==> config.mk <==
export PLATFORM = sky130hd
export DESIGN_NAME = taxi_xgmii_rx_fault_32
export DESIGN_NICKNAME = d
export VERILOG_FILES = /design/src/rtl/taxi_xgmii_rx_fault_32.sv
export SDC_FILE = /design/constraint.sdc
export NUM_CORES = 1
export LEC_CHECK = 0
export BUFFER_PORTS_ARGS = -buffer_cell sky130_fd_sc_hd__buf_2
export CORE_MARGIN = 8
export CORE_UTILIZATION = 53
export CTS_CLUSTER_DIAMETER = 200
export DETAILED_ROUTE_END_ITERATION = 6
export MAX_ROUTING_LAYER = met4
export PLACE_DENSITY = 0.83
export SLEW_MARGIN = 10
export SYNTH_ARGS = -nofsm -noshare
export SYNTH_HDL_FRONTEND = slang
export SYNTH_SLANG_ARGS = --single-unit
export TNS_END_PERCENT = 20
==> constraint.sdc <==
create_clock -name clk -period 4.4 [get_ports clk]
set_input_delay 0.88 -clock clk [delete_from_list [all_inputs] [get_ports clk]]
set_output_delay 0.88 -clock clk [all_outputs]
set_load 0.01 [all_outputs]
==> src/rtl/taxi_xgmii_rx_fault_32.sv <==
// taxi_xgmii_rx_fault_32
// 32-bit XGMII RX link fault monitor for the reconciliation sublayer.
// It detects local and remote fault sequence ordered sets and runs the
// clause 46 link fault state machine. It replaces every sequence ordered set
// with idle before the word reaches the MAC. It also drives fault status and
// the TX-side fault-response requests.
// Optional feature: define TAXI_XGMII_RX_FAULT_STATS_EN to add saturating
// counters of transitions into local and remote fault.
module taxi_xgmii_rx_fault_32 #(
   parameter int DATA_W     = 32,
   parameter int CTRL_W     = DATA_W/8,
   parameter int COL_THRESH = 128,
   parameter int SEQ_THRESH = 4
) (
   input  logic              clk,
   input  logic              rst_n,
   input  logic [DATA_W-1:0] s_xgmii_rxd,
   input  logic [CTRL_W-1:0] s_xgmii_rxc,
   output logic [DATA_W-1:0] m_xgmii_rxd,
   output logic [CTRL_W-1:0] m_xgmii_rxc,
   output logic              stat_local_fault,
   output logic              stat_remote_fault,
   output logic              tx_req_remote_fault,
   output logic              tx_req_idle
`ifdef TAXI_XGMII_RX_FAULT_STATS_EN
   ,
   output logic [15:0]       stat_local_fault_cnt,
   output logic [15:0]       stat_remote_fault_cnt
`endif
);

   if (DATA_W != 32) begin : g_width_check
      $error("taxi_xgmii_rx_fault_32 supports only DATA_W == 32");
   end

   localparam logic [31:0] IDLE_D  = 32'h07070707;
   localparam logic [3:0]  IDLE_C  = 4'hF;
   localparam logic [7:0]  COL_MAX = 8'(COL_THRESH);
   localparam logic [2:0]  SEQ_MAX = 3'(SEQ_THRESH);

   // NONE doubles as the OK value of link_fault.
   typedef enum logic [1:0] {FLT_NONE, FLT_LOCAL, FLT_REMOTE} fault_t;
   typedef enum logic [1:0] {ST_INIT, ST_COUNT, ST_FAULT} state_t;

   state_t      state;
   fault_t      last_type;
   fault_t      link_fault;
   logic [7:0]  col_cnt;
   logic [2:0]  seq_cnt;

   logic        is_seq;
   fault_t      word_type;
   logic [7:0]  col_inc;
   logic [2:0]  seq_inc;
   logic        timeout;

   // Classify the incoming word and precompute counter increments.
   always_comb begin
      // NOTE: every signal gets a default first so no path leaves it unassigned (no latch).
      is_seq    = 1'b0;
      word_type = FLT_NONE;
      if (s_xgmii_rxc[3:0] == 4'b0001 && s_xgmii_rxd[7:0] == 8'h9C) begin
         is_seq = 1'b1;
         if (s_xgmii_rxd[31:8] == 24'h010000) begin
            word_type = FLT_LOCAL;
         end else if (s_xgmii_rxd[31:8] == 24'h020000) begin
            word_type = FLT_REMOTE;
         end
      end
      col_inc = (col_cnt >= COL_MAX) ? col_cnt : col_cnt + 8'd1;
      seq_inc = seq_cnt + 3'd1;
      // A fault word on the threshold cycle takes priority over the timeout.
      timeout = (word_type == FLT_NONE) && (col_inc >= COL_MAX);
   end

   // One-cycle datapath: sequence ordered sets become idle, all else passes through.
   always_ff @(posedge clk or negedge rst_n) begin
      if (!rst_n) begin
         m_xgmii_rxd <= IDLE_D;
         m_xgmii_rxc <= IDLE_C;
      end else begin
         // NOTE: sequential state uses non-blocking assignments so every flop samples pre-edge values.
         m_xgmii_rxd <= is_seq ? IDLE_D : s_xgmii_rxd;
         m_xgmii_rxc <= is_seq ? IDLE_C : s_xgmii_rxc;
      end
   end

   // Link fault state machine with column and sequence counters.
   always_ff @(posedge clk or negedge rst_n) begin
      if (!rst_n) begin
         state      <= ST_INIT;
         last_type  <= FLT_NONE;
         link_fault <= FLT_NONE;
         col_cnt    <= 8'd0;
         seq_cnt    <= 3'd0;
`ifdef TAXI_XGMII_RX_FAULT_STATS_EN
         stat_local_fault_cnt  <= 16'd0;
         stat_remote_fault_cnt <= 16'd0;
`endif
      end else begin
         col_cnt <= (word_type != FLT_NONE) ? 8'd0 : col_inc;
         case (state)
            ST_INIT: begin
               if (word_type != FLT_NONE) begin
                  state     <= ST_COUNT;
                  seq_cnt   <= 3'd1;
                  last_type <= word_type;
               end
            end
            ST_COUNT: begin
               if (word_type != FLT_NONE) begin
                  if (word_type == last_type) begin
                     seq_cnt <= seq_inc;
                     if (seq_inc >= SEQ_MAX) begin
                        state      <= ST_FAULT;
                        link_fault <= word_type;
`ifdef TAXI_XGMII_RX_FAULT_STATS_EN
                        if (word_type != link_fault) begin
                           if (word_type == FLT_LOCAL && stat_local_fault_cnt != 16'hFFFF)
                              stat_local_fault_cnt <= stat_local_fault_cnt + 16'd1;
                           if (word_type == FLT_REMOTE && stat_remote_fault_cnt != 16'hFFFF)
                              stat_remote_fault_cnt <= stat_remote_fault_cnt + 16'd1;
                        end
`endif
                     end
                  end else begin
                     seq_cnt   <= 3'd1;
                     last_type <= word_type;
                  end
               end else if (timeout) begin
                  state      <= ST_INIT;
                  seq_cnt    <= 3'd0;
                  last_type  <= FLT_NONE;
                  link_fault <= FLT_NONE;
               end
            end
            ST_FAULT: begin
               if (word_type != FLT_NONE) begin
                  if (word_type != link_fault) begin
                     state     <= ST_COUNT;
                     seq_cnt   <= 3'd1;
                     last_type <= word_type;
                  end
               end else if (timeout) begin
                  state      <= ST_INIT;
                  seq_cnt    <= 3'd0;
                  last_type  <= FLT_NONE;
                  link_fault <= FLT_NONE;
               end
            end
            default: begin
               state      <= ST_INIT;
               seq_cnt    <= 3'd0;
               last_type  <= FLT_NONE;
               link_fault <= FLT_NONE;
            end
         endcase
      end
   end

   assign stat_local_fault    = (link_fault == FLT_LOCAL);
   assign stat_remote_fault   = (link_fault == FLT_REMOTE);
   assign tx_req_remote_fault = stat_local_fault;
   assign tx_req_idle         = stat_remote_fault;

endmodule
==> impl_metrics.prom <==
# TYPE chip_impl_metric gauge
chip_impl_metric{name="synth_seq_area_share",unit="%"} 54.70
chip_impl_metric{name="cts_inserted_buffers",unit=""} 5
chip_impl_metric{name="achievable-frequency",unit="MHz"} 353.4
chip_impl_metric{name="gate_count_post_synth",unit=""} 225
chip_impl_metric{name="port_buffers",unit=""} 77
chip_impl_metric{name="cts-resized-gates",unit=""} 0
chip_impl_metric{name="cts.sink_count",unit=""} 53
chip_impl_metric{name="drt-total-wl",unit="µm"} 5749
chip_impl_metric{name="place_hpwl",unit="µm"} 4341
chip_impl_metric{name="worst_ep_arrival_time",unit="ns"} 3.02
chip_impl_metric{name="place_ws",unit="ns"} 1.274
chip_impl_metric{name="floorplan.die_area",unit="mm²"} 0.007080
chip_impl_metric{name="num_vias",unit=""} 1968
chip_impl_metric{name="syn-cell-area",unit="mm²"} 0.002461
chip_impl_info{name="worstReg2RegEnd",value="last_type[1]"} 1
chip_impl_metric{name="power.share.sequential",unit="%"} 58.5
chip_impl_metric{name="antenna_left",unit=""} 0
chip_impl_metric{name="fin_skew",unit="ns"} 0.004619
chip_impl_metric{name="detail_route.vias_per_cell",unit=""} 5.559
chip_impl_metric{name="numPlacedInstances",unit=""} 345
chip_impl_metric{name="timing_worst_slew_pin_value",unit="ns"} 0.7314
chip_impl_info{name="cts_tree",value="yes"} 1
chip_impl_metric{name="postLayoutCoreUtil",unit="%"} 67.52
chip_impl_metric{name="die_h",unit="µm"} 84.15
chip_impl_metric{name="cell_internal_pwr",unit="µW"} 671.6
chip_impl_metric{name="first_pass_iters",unit=""} 4
chip_impl_metric{name="multi_input_area",unit="mm²"} 0.001028
chip_impl_info{name="min-delay-path-class",value="primary input to async pin"} 1
chip_impl_metric{name="post-route-period-util",unit="%"} 64.31
chip_impl_metric{name="synthArstFlopShare",unit="%"} 100.0
chip_impl_metric{name="start_util",unit="%"} 55.75
chip_impl_metric{name="cpPeakStageDelay",unit="ns"} 0.51
chip_impl_metric{name="first_iter_violations",unit=""} 189
chip_impl_metric{name="max-slew-margin-rel",unit="%"} 50.59
chip_impl_metric{name="fin_crit",unit="ns"} 2.829
chip_impl_info{name="result_of_the_run",value="finished, final reports clean"} 1
chip_impl_metric{name="grt_overflow",unit=""} 0
chip_impl_metric{name="cp_num_buf_inv",unit=""} 1
chip_impl_metric{name="synth_seq_cells",unit=""} 53
chip_impl_metric{name="setup_viol_count_final",unit=""} 0
chip_impl_metric{name="place.gp.congestion",unit=""} 0.9113
chip_impl_metric{name="maximum_root_to_sink_buffer_count",unit=""} 2
chip_impl_metric{name="drt-wirelength-per-cell",unit="µm"} 16.24
chip_impl_metric{name="total_area_of_sequential_cells",unit="mm²"} 0.001346
chip_impl_metric{name="yosysWarningCount",unit=""} 0
chip_impl_metric{name="core",unit="mm²"} 0.004414
chip_impl_info{name="setup.worst_path.end_class",value="flip-flop"} 1
chip_impl_metric{name="clk_pin_slew_worst_paths",unit="ns"} 0.09
chip_impl_metric{name="power_frac_clock",unit="%"} 32.6
chip_impl_metric{name="crit_fanout",unit=""} 7
chip_impl_metric{name="postCtsSetupBuffers",unit=""} 0
chip_impl_metric{name="layout_setup_ws",unit="ns"} 1.571
chip_impl_info{name="ctsRootBufferMaster",value="clkbuf_8"} 1
chip_impl_metric{name="ff2ff_setup_slack",unit="ns"} 2.30
chip_impl_metric{name="post_layout_nonfiller_instances",unit=""} 354
chip_impl_metric{name="power_per_cell_area",unit="mW/mm²"} 294.3
chip_impl_metric{name="power_switching_share",unit="%"} 23.44
chip_impl_info{name="worst_setup_path_start_kind",value="primary input"} 1
chip_impl_metric{name="drv_cap",unit=""} 0
chip_impl_metric{name="cp.required",unit="ns"} 4.59
chip_impl_metric{name="n_fill_cell",unit=""} 327
chip_impl_info{name="crit_chain",value="buf_2 > nor4bb_1 > nand3_1 > or3_1 > o22ai_1 > nand3b_1 > mux2_1"} 1
chip_impl_metric{name="final_routed_drc_violation_total",unit=""} 0
chip_impl_metric{name="synth_edf_count",unit=""} 0
chip_impl_metric{name="pwr-share-comb",unit="%"} 8.9
chip_impl_metric{name="final_layout_size_suffix_gt1_share",unit="%"} 36.88
chip_impl_metric{name="worstSkewPairLatency",unit="ns"} 0.30
chip_impl_info{name="crit_slowest_cell",value="or3_1"} 1
chip_impl_info{name="setup.worst_path.class",value="primary input to flip-flop"} 1
chip_impl_info{name="crit-reg2reg-launch",value="state[0]"} 1
chip_impl_metric{name="syn-mean-instance-area",unit="µm²"} 10.94
chip_impl_info{name="cp_top_family",value="simple AND/OR/NAND/NOR gates"} 1
chip_impl_metric{name="die_w",unit="µm"} 84.15
chip_impl_metric{name="htreeDepth",unit=""} 2
chip_impl_metric{name="nNetsFinal",unit=""} 345
chip_impl_metric{name="grt_pass1_wl",unit="µm"} 9280
chip_impl_metric{name="grt_max_degree",unit=""} 34
chip_impl_metric{name="cellLeakagePower",unit="nW"} 1.374
chip_impl_metric{name="cts-hold-fix-buffers",unit=""} 0
chip_impl_metric{name="switchingPower",unit="µW"} 205.6
chip_impl_metric{name="grt_use_total",unit="%"} 16.60
chip_impl_metric{name="ir_drop",unit="mV"} 0.1992
chip_impl_metric{name="num_rows",unit=""} 24
chip_impl_info{name="ys.flop_type",value="dfrtp_1"} 1
chip_impl_metric{name="timing_hold_violations_final",unit=""} 0
chip_impl_metric{name="finalSetupTns",unit="ns"} 0
chip_impl_metric{name="reg2reg_depth",unit=""} 6
chip_impl_metric{name="area.growth.synth_to_final",unit="%"} 21.10
chip_impl_metric{name="ios",unit=""} 78
chip_impl_metric{name="total_power",unit="µW"} 877.2
chip_impl_metric{name="synth_cell_types",unit=""} 44
chip_impl_metric{name="maxSlewViolCount",unit=""} 0
chip_impl_metric{name="mappedNetlistNets",unit=""} 270
chip_impl_metric{name="vias_in_the_first_global_route",unit=""} 1974
chip_impl_metric{name="number_of_antenna_violations_at_the_first_check_in_global_routing",unit=""} 1
chip_impl_info{name="grt_setup_unrepaired",value="no"} 1
==> how the worst max path moves through the flow <==
| stage | slack, ns | depth (start not counted) | to | from |
|---|---|---|---|---|
| detailed placement | 1.27 | 7 | last_type[1] | s_xgmii_rxd[6] |
| global placement | 1.33 | 7 | state[1] | s_xgmii_rxd[6] |
| finish | 1.57 | 7 | last_type[1] | s_xgmii_rxd[6] |
| floorplan | 1.69 | 6 | state[1] | s_xgmii_rxd[27] |
| CTS | 1.58 | 7 | last_type[1] | s_xgmii_rxd[6] |
| global route | 1.47 | 7 | last_type[1] | s_xgmii_rxd[6] |
==> layout make-up <==
class	count	share of cell area, %
Timing Repair Buffer	80	13.69
Inverter	9	1.134
Clock inverter	2	0.4618
Tap cell	52	2.183
Antenna cell	1	0.08396
Clock buffer	6	2.771
Sequential cell	53	45.17
Multi-Input combinational cell	151	34.51
==> routing by layer <==
layer / global-route usage, % / wire length (µm) / vias up
li1: - / - / 936
met1: 19.17 / 2336 / 954
met2: 26.74 / 2977 / 68
met3: 5.024 / 325 / 10
met4: 5.808 / 110 / 0
met5: - / 0 / -
==> per-stage QoR <==
stage / instance area, µm² / hold slack (ns)
2_1_floorplan: 2461 / 0.4765
3_3_place_gp: 2882 / 0.5123
3_5_place_dp: 2882 / 0.5186
4_1_cts: 2978 / 0.5408
5_1_grt: 2980 / 0.5498
6_report: 2980 / 0.5310
==> cells in the final DEF, fill, tap and decap left out, types with 2 or more instances in the layout <==
cell type,instances
nor4bb_1,4
and3_1,2
dfrtp_1,37
and2_1,18
o31ai_1,3
buf_2,77
a21oi_1,3
clkbuf_8,6
nand3_1,5
o21ai_0,10
nor2_1,13
nor4_1,3
nand2_1,10
ha_1,7
nor3_1,4
o21ai_1,3
dfstp_2,16
or4_1,3
a41oi_1,2
nor2b_1,5
buf_4,3
o211ai_1,3
o22ai_1,2
a31oi_1,4
xor2_1,3
xnor2_1,3
mux2_1,2
nor4_2,5
nand2b_1,18
inv_1,9
or3_1,2
==> registers in the layout, indices dropped and copies added (netlist names) <==
| name | count |
|---|---|
| col_cnt | 8 |
| last_type | 2 |
| link_fault | 2 |
| m_xgmii_rxc | 4 |
| m_xgmii_rxd | 32 |
| seq_cnt | 3 |
| state | 2 |
==> power groups by stage <==
stage	sequential [mW]	combinational [mW]	clock (mW)
after floorplan	0.533	0.0180	0
after global placement	0.521	0.0778	0
after detailed placement	0.522	0.0796	0
after CTS	0.513	0.0801	0.292
after global routing	0.514	0.0859	0.310
final	0.513	0.0780	0.286
==> synth_stat cells (2+ instances only) <==
cell | n | area, µm²
a21oi_1 | 3 | 15.01
a31oi_1 | 4 | 25.02
a41oi_1 | 2 | 17.52
and2_1 | 18 | 112.6
and3_1 | 2 | 12.51
buf_4 | 2 | 15.01
clkbuf_1 | 10 | 37.54
dfrtp_1 | 37 | 925.9
dfstp_2 | 16 | 420.4
ha_1 | 7 | 87.58
inv_1 | 9 | 33.78
mux2_1 | 2 | 22.52
nand2_1 | 10 | 37.54
nand2b_1 | 18 | 112.6
nand3_1 | 5 | 25.02
nor2_1 | 13 | 48.80
nor2b_1 | 5 | 31.28
nor3_1 | 4 | 20.02
nor4_1 | 3 | 18.77
nor4_2 | 5 | 62.56
nor4bb_1 | 4 | 40.04
o211ai_1 | 3 | 22.52
o21ai_0 | 10 | 50.05
o21ai_1 | 3 | 15.01
o22ai_1 | 2 | 12.51
o31ai_1 | 3 | 22.52
or3_1 | 2 | 12.51
or4_1 | 3 | 22.52
xnor2_1 | 3 | 26.28
xor2_1 | 3 | 26.28
==> cells by family (layout without fill, tap and decap cells) <==
| logic type | count (synthesis) | count (layout) | share of synthesized area (%) |
|---|---|---|---|
| mux | 3 | 3 | 1.322 |
| simple gates | 98 | 98 | 24.86 |
| flops | 53 | 53 | 54.70 |
| buf+inv | 21 | 97 | 3.508 |
| compound gates | 37 | 37 | 9.913 |
| fa+ha+maj | 7 | 7 | 3.559 |
| other cells | 0 | 1 | 0 |
| xor+xnor | 6 | 6 | 2.136 |
(Power assumes the default switching activity.)
